File: src/rtl/player_life_ctrl.sv
// player_life_ctrl: owns the player's life count and the post-spawn / post-hit
// immunity window. The window blinks the sprite and masks collisions. A held
// ball contact costs exactly one life, and present pickups add lives up to a ceiling.
module player_life_ctrl #(
  parameter int LIVES_INIT    = 3,
  parameter int LIVES_MAX     = 5,
  parameter int LIVES_W       = 3,
  parameter int IMMUNE_FRAMES = 120,
  parameter int BLINK_FRAMES  = 8,
  parameter int FRAME_CNT_W   = 8
) (
  input  logic               clk,
  input  logic               resetN,
  input  logic               startOfFrame,
  input  logic               newGame,
  input  logic               col_player_ball,
  input  logic               col_present,
  output logic               immortal,
  output logic               playerVisible,
  output logic [LIVES_W-1:0] lives,
  output logic               playerHit,
  output logic               lifeGained,
  output logic               gameOver
);

  typedef enum logic [1:0] {
    ST_IDLE   = 2'd0,
    ST_IMMUNE = 2'd1,
    ST_ALIVE  = 2'd2,
    ST_OVER   = 2'd3
  } state_t;

  localparam logic [LIVES_W-1:0]     LIVES_INIT_C = LIVES_W'(LIVES_INIT);
  localparam logic [LIVES_W-1:0]     LIVES_MAX_C  = LIVES_W'(LIVES_MAX);
  localparam logic [LIVES_W-1:0]     LIVES_ONE_C  = LIVES_W'(1);
  localparam logic [LIVES_W-1:0]     LIVES_ZERO_C = LIVES_W'(0);
  localparam logic [FRAME_CNT_W-1:0] IMM_LOAD_C   = FRAME_CNT_W'(IMMUNE_FRAMES);
  localparam logic [FRAME_CNT_W-1:0] BLINK_C      = FRAME_CNT_W'(BLINK_FRAMES);
  localparam logic [FRAME_CNT_W-1:0] CNT_ONE_C    = FRAME_CNT_W'(1);
  localparam logic [FRAME_CNT_W-1:0] CNT_ZERO_C   = FRAME_CNT_W'(0);

  state_t                 state_r;
  logic [FRAME_CNT_W-1:0] imm_cnt_r;
  logic [FRAME_CNT_W-1:0] blink_cnt_r;
  logic                   present_q_r;
  logic [LIVES_W-1:0]     lives_r;
  logic                   immortal_r;
  logic                   visible_r;
  logic                   hit_r;
  logic                   gained_r;
  logic                   over_r;

  logic                   present_rise_s;
  logic                   can_gain_s;
  logic [FRAME_CNT_W-1:0] blink_next_s;

  // Pickup edge detection, saturation test and next blink count
  always_comb begin
    present_rise_s = col_present & ~present_q_r;
    can_gain_s     = (lives_r < LIVES_MAX_C);
    blink_next_s   = blink_cnt_r + CNT_ONE_C;
  end

  // Life/immunity state machine with all outputs registered
  always_ff @(posedge clk or posedge resetN) begin
    if (resetN) begin
      state_r     <= ST_IDLE;
      imm_cnt_r   <= CNT_ZERO_C;
      blink_cnt_r <= CNT_ZERO_C;
      present_q_r <= 1'b0;
      lives_r     <= LIVES_ZERO_C;
      immortal_r  <= 1'b1;
      visible_r   <= 1'b0;
      hit_r       <= 1'b0;
      gained_r    <= 1'b0;
      over_r      <= 1'b0;
    end else begin
      present_q_r <= col_present;
      hit_r       <= 1'b0;
      gained_r    <= 1'b0;
      if (newGame) begin
        // A new game beats every other event in the same cycle
        lives_r     <= LIVES_INIT_C;
        over_r      <= 1'b0;
        state_r     <= ST_IMMUNE;
        imm_cnt_r   <= IMM_LOAD_C;
        blink_cnt_r <= CNT_ZERO_C;
        visible_r   <= 1'b1;
        immortal_r  <= 1'b1;
      end else begin
        case (state_r)
          ST_IDLE: begin
            immortal_r <= 1'b1;
            visible_r  <= 1'b0;
          end
          ST_IMMUNE: begin
            if (present_rise_s && can_gain_s) begin
              lives_r  <= lives_r + LIVES_ONE_C;
              gained_r <= 1'b1;
            end else begin
              lives_r  <= lives_r;
            end
            if (startOfFrame) begin
              if (imm_cnt_r == CNT_ONE_C) begin
                // Last immune frame: the player becomes vulnerable and steady
                state_r     <= ST_ALIVE;
                imm_cnt_r   <= CNT_ZERO_C;
                blink_cnt_r <= CNT_ZERO_C;
                visible_r   <= 1'b1;
                immortal_r  <= 1'b0;
              end else begin
                imm_cnt_r <= imm_cnt_r - CNT_ONE_C;
                if (blink_next_s == BLINK_C) begin
                  blink_cnt_r <= CNT_ZERO_C;
                  visible_r   <= ~visible_r;
                end else begin
                  blink_cnt_r <= blink_next_s;
                end
              end
            end else begin
              imm_cnt_r <= imm_cnt_r;
            end
          end
          ST_ALIVE: begin
            if (col_player_ball) begin
              hit_r <= 1'b1;
              if (present_rise_s && can_gain_s) begin
                // Hit and pickup cancel out; saturation judged on pre-hit lives
                gained_r    <= 1'b1;
                state_r     <= ST_IMMUNE;
                imm_cnt_r   <= IMM_LOAD_C;
                blink_cnt_r <= CNT_ZERO_C;
                visible_r   <= 1'b1;
                immortal_r  <= 1'b1;
              end else if (lives_r == LIVES_ONE_C) begin
                lives_r    <= LIVES_ZERO_C;
                state_r    <= ST_OVER;
                over_r     <= 1'b1;
                visible_r  <= 1'b0;
                immortal_r <= 1'b1;
              end else begin
                lives_r     <= lives_r - LIVES_ONE_C;
                state_r     <= ST_IMMUNE;
                imm_cnt_r   <= IMM_LOAD_C;
                blink_cnt_r <= CNT_ZERO_C;
                visible_r   <= 1'b1;
                immortal_r  <= 1'b1;
              end
            end else if (present_rise_s && can_gain_s) begin
              lives_r  <= lives_r + LIVES_ONE_C;
              gained_r <= 1'b1;
            end else begin
              lives_r <= lives_r;
            end
          end
          ST_OVER: begin
            lives_r    <= LIVES_ZERO_C;
            over_r     <= 1'b1;
            visible_r  <= 1'b0;
            immortal_r <= 1'b1;
          end
          default: begin
            state_r    <= ST_IDLE;
            immortal_r <= 1'b1;
            visible_r  <= 1'b0;
          end
        endcase
      end
    end
  end

  // Drive ports straight from the registers
  always_comb begin
    immortal      = immortal_r;
    playerVisible = visible_r;
    lives         = lives_r;
    playerHit     = hit_r;
    lifeGained    = gained_r;
    gameOver      = over_r;
  end

endmodule

File: config.mk
export PLATFORM = sky130hd
export DESIGN_NAME = player_life_ctrl
export DESIGN_NICKNAME = d
export VERILOG_FILES = /design/src/rtl/player_life_ctrl.sv
export SDC_FILE = /design/constraint.sdc
export NUM_CORES = 1
export LEC_CHECK = 0
export BUFFER_PORTS_ARGS = -buffer_cell sky130_fd_sc_hd__buf_2
export CORE_AREA = 2 2 42 83
export DETAILED_ROUTE_END_ITERATION = 6
export DIE_AREA = 0 0 44 85
export GPL_ROUTABILITY_DRIVEN = 1
export PLACE_DENSITY = 0.76
export RECOVER_POWER = 100
export SKIP_LAST_GASP = 1
export SYNTH_ARGS = -nofsm -noshare
export SYNTH_HDL_FRONTEND = slang
export SYNTH_SLANG_ARGS = --single-unit
File: constraint.sdc
create_clock -name clk -period 4.15 [get_ports clk]
set_clock_uncertainty 0.05 [all_clocks]
set_input_delay 0.83 -clock clk [delete_from_list [all_inputs] [get_ports clk]]
set_output_delay 0.83 -clock clk [all_outputs]
set_load 0.1 [all_outputs]
[Word level (Yosys, flattened, before mapping)]
Index checks and enable logic that the tools add are counted.
Word-level totals
  register bits: 27
  input port bits: 6
Cells by class
  $lt $le $gt $ge: 1
  mux-type cells: 52
  bitwise gates (word level): 3
  add/subtract/negate cells: 4
  reduce and logical (&&, ||, !) cells: 13
  equal/unequal tests: 14
Operators by type and width (count)
  $mux W8: 13
  $pmux W8 S2: 2
  $mux W1: 21
  $mux W3: 5
  $ne A3 B3 Y1 const B: 5
  $mux W2: 6
  $ne A4 B4 Y1 const B: 3
  $reduce_and A4 Y1: 3
  $pmux W3 S3: 1
  $add A8 B1 Y8 const B: 1
  $eq A8 B1 Y1 const B: 1
  $eq A8 B4 Y1 const B: 1
  $sub A8 B1 Y8 const B: 1
  $pmux W1 S3: 2
  $reduce_and A3 Y1: 2
  $reduce_bool A3 Y1: 2
  $eq A2 B2 Y1 const B: 2
  $pmux W2 S2: 1
  $reduce_bool A4 Y1: 1
  $reduce_or A2 Y1: 2
  $add A3 B1 Y3 const B: 1
  $eq A3 B1 Y1 const B: 1
  $lt A3 B3 Y1 const B: 1
  $sub A3 B1 Y3 const B: 1
  7 further kinds: 8

[Longest topological paths before layout]
  depth after elaboration: 7
  gate-level depth with buffers: 8
  mapped depth without buffers: 7

[Worst setup path after synthesis]
OpenSTA, ideal clock, no wires.
  path kind: flip-flop to flip-flop
  start point: register lives_r[1] (netlist: lives[1])
  end point: register imm_cnt_r[5]
  setup time: 0.135 ns
  path slack: 1.750 ns
  stages on the path, launching flop included: 9
  path buffers: 1
  required time: 3.965 ns
  period minus slack after synthesis: 2.400 ns
  data arrival time: 2.214 ns
  path through: dfrtp_1 inv_1 ha_1 nor2b_1 a21boi_1 o31ai_2 buf_2 o21ai_0 o21ai_0
Between the ends
  cells in the longest elaborated chain, start to end: 6
Ends and longest elaborated chain
  from (decl): RTL line 46  | logic [LIVES_W-1:0] lives_r;
  from (signal assigned): RTL line 98  | lives_r <= lives_r + LIVES_ONE_C;
  from (signal assigned): RTL line 101  | lives_r <= lives_r;
  from (signal assigned): RTL line 142  | lives_r <= lives_r - LIVES_ONE_C;
  $lt A3 B3 Y1: RTL line 60  | can_gain_s = (lives_r < LIVES_MAX_C);
  $logic_and A1 B1 Y1: RTL line 127  | if (present_rise_s && can_gain_s) begin
  $mux W8: RTL line 127
  $mux W8: RTL line 125  | if (col_player_ball) begin
  $pmux W8 S2: RTL line 91  | case (state_r)
  $mux W8: RTL line 81  | if (newGame) begin
  to (signal assigned): RTL line 112  | imm_cnt_r <= imm_cnt_r - CNT_ONE_C;
  to (signal assigned): RTL line 121  | imm_cnt_r <= imm_cnt_r;
  to (decl): RTL line 43  | logic [FRAME_CNT_W-1:0] imm_cnt_r;
Several ways; a longest one is shown, not always the timed one. The select of a mux whose other input is x is not followed.
A chain may end at the register's enable or synchronous reset.

[Worst setup path in the final report]
  start point: register lives_r[1] (netlist: lives[1])
  end point: register imm_cnt_r[2]
Same word-level chain as after synthesis.

==> results.json <==
{
  "outcome": "finished, final reports clean",
  "use_met2_pct": 42.2,
  "die_x_um": 44,
  "reg2reg_depth": 7,
  "fin_setup_tns_ns": 0,
  "yosysWarningCount": 0,
  "max_freq_ghz": 0.356,
  "hold_depth": 1,
  "drt-total-wl_mm": 4.09,
  "slew_headroom_pct": 18.6,
  "rrSetupSlack_ns": 1.34,
  "met3_usage_pct": 1.91,
  "final_antenna_net_count": 0,
  "synth_top_cell_area_share_pct": 35.7,
  "grt-ovfl-total": 0,
  "numPortBuffers": 13,
  "antenna_found_initial": 0,
  "pwr_density_cell_nw_per_um2": 652,
  "synth_xor_area_share_pct": 0.961,
  "synth_top_family_by_area": "compound AO/OA/AOI/OAI gates",
  "area_growth_syn_to_layout_pct": 5.08,
  "yosys.area.top_type": "dfrtp_1",
  "grt_max_degree": 28,
  "rows": 29,
  "n_fill_cell": 270,
  "drt_pass1_iterations": 5,
  "final_cells": 245,
  "dr_total_vias": 1560,
  "crit_fanout": 21,
  "grt_use_total_pct": 24.1,
  "final_cell_mix": "dfrtp_1, o21ai_0, nor2_1, nand2_1, ha_1",
  "synth_edf_count": 0,
  "io_pins": 14,
  "cts_resized": 0,
  "worst_slew_pin_slew_ns": 1.21,
  "synth_seq_cells": 27,
  "synth_cell_types": 59,
  "clkSinkCount": 27,
  "synth_compound_area_share_pct": 24.1,
  "vias_per_cell": 6.37,
  "setup_viol": 0,
  "r2r-end": "imm_cnt_r[2]",
  "cts_root_buf": "clkbuf_8",
  "insertion_delay_ns": 0.27,
  "hold-path-endpoint": "imm_cnt_r[7]",
  "synthTopCellsByArea": "dfrtp_1, ha_1, o21ai_1",
  "avgSynthCellArea_um2": 8.98,
  "synth-simple-area-share_pct": 24.0,
  "p_leak_nw": 0.813,
  "final_common_cell": "dfrtp_1",
  "placed_area_um2": 1900,
  "initial_utilization_pct": 58.4,
  "dp_slack_ns": 1.41,
  "grt_pass1_vias": 1524,
  "synthArstFlopShare_pct": 100,
  "path_class": "flip-flop to flip-flop",
  "syn_area_um2": 1820,
  "antennaDiodeCount": 0,
  "synth_fp_nets": 220,
  "post_cts_buffers": 0,
  "synthAdderAreaFrac_pct": 7.55,
  "min_path_type": "flip-flop to flip-flop",
  "synth_seq_area_share_pct": 37.1,
  "core-area_um2": 3120,
  "met1_usage_pct": 29.0,
  "power_mw": 1.25,
  "finalCritPeriodShare_pct": 67.7,
  "cts_buffers": 3,
  "hold_viol": 0,
  "cp_data_required_time_ns": 4.29,
  "hpwl_mm": 3.10,
  "rsz0062_at_grt": "false",
  "placed_cells": 241,
  "report.final.slew_viol_count": 0,
  "critPathLaunchType": "flip-flop",
  "nets": 232,
  "cts_tree": "yes",
  "globalplace.congestion": 0.797,
  "busiest_layer": "met2",
  "post-route-min-period_ns": 2.81,
  "clk_pin_slew_ns": 0.09,
  "drc": 0,
  "die_area_um2": 3740,
  "netlist_instances": 203,
  "peakVddDrop_mv": 0.577,
  "cts_buffer_depth": 2,
  "drive_gt1_share_pct": 10.3,
  "regArea_um2": 677,
  "fp.dieH_um": 85,
  "stdcell_area_um2": 1920,
  "cts_hold_repair.buffers": 0,
  "routedWlPerCell_um": 16.7,
  "grt_pass1_wl_mm": 6.93,
  "reg2reg_from": "lives[1]",
  "setup_ws_ns": 1.34,
  "worstHoldStart": "imm_cnt_r[7]",
  "synthMuxAreaShare_pct": 2.54,
  "cp.arrival_ns": 2.95,
  "first_iter_violations": 54,
  "multi_input_area_um2": 1060,
  "cap_violations": 0,
  "yosys_most_used_dff": "dfrtp_1",
  "crit_path_end_kind": "flip-flop",
  "cts_htree_levels": 1
}
synthesized netlist by cell type, types with 3 or more instances:
cell type / n
a21oi_1: 5
a31oi_1: 4
and3_1: 3
clkbuf_1: 4
dfrtp_1: 26
ha_1: 11
inv_1: 10
nand2_1: 18
nand2b_1: 3
nand3_1: 6
nor2_1: 16
nor2b_1: 4
nor3_1: 6
nor3b_1: 3
o21ai_0: 14
o21ai_1: 15
or2_2: 3
worst max-delay path by stage:
stage                            from        endpoint  slack [ns]
after floorplan              lives[1]    imm_cnt_r[5]        1.75
after global placement    col_present    imm_cnt_r[3]        1.53
after detailed placement  col_present    imm_cnt_r[4]        1.41
after CTS                    lives[1]    imm_cnt_r[4]        1.44
after global routing         lives[1]  blink_cnt_r[7]        1.20
final                        lives[1]    imm_cnt_r[2]        1.34
cell families (layout without fill, tap and decap cells):
logic type | Yosys count | in the layout
compound gates | 65 | 65
xor+xnor | 2 | 2
fa+ha+maj | 11 | 11
buf+inv | 16 | 27
flops | 27 | 27
mux | 4 | 4
simple gates | 78 | 78
power breakdown:
part	total, mW	switching [mW]	internal (mW)
registers	0.439	0.105	0.335
clock network	0.152	0.0845	0.0674
logic	0.657	0.465	0.192
state kept, by name (all words and copies together), names as in the netlist:
signal / flops
lives: 3
immortal: 1
gameOver: 1
playerVisible: 1
lifeGained: 1
present_q_r: 1
state_r: 2
blink_cnt_r: 8
playerHit: 1
imm_cnt_r: 8
worst max-delay path: stages, from the launching register on:
cell and delay, ns:
dfrtp_1 0.46, inv_1 0.13, ha_1 0.17, nor2b_1 0.27, a21boi_0 0.21, o31ai_2 1.03, o21ai_0 0.25, o21ai_0 0.15
routing by layer:
metal  up-vias  wire [µm]
li1        762          -
met1       757       1640
met2        32       2260
met3         9         88
met4         0         97
met5         -          0
layout make-up:
cell class / instances / share of cell area, %
Clock buffer: 3 / 2.16
Clock inverter: 1 / 0.261
Inverter: 10 / 1.96
Multi-Input combinational cell: 160 / 55.5
Sequential cell: 27 / 35.3
Tap cell: 31 / 2.02
Timing Repair Buffer: 13 / 2.81
through the flow:
stage,utilization [%],hold WS [ns]
finish,61.4,0.455
floorplan,-,0.406
detailed placement,60.7,0.448
CTS,62.2,0.462
global placement,60.7,0.425
global route,61.4,0.502
Note: power is estimated with default switching activity, not from simulation.
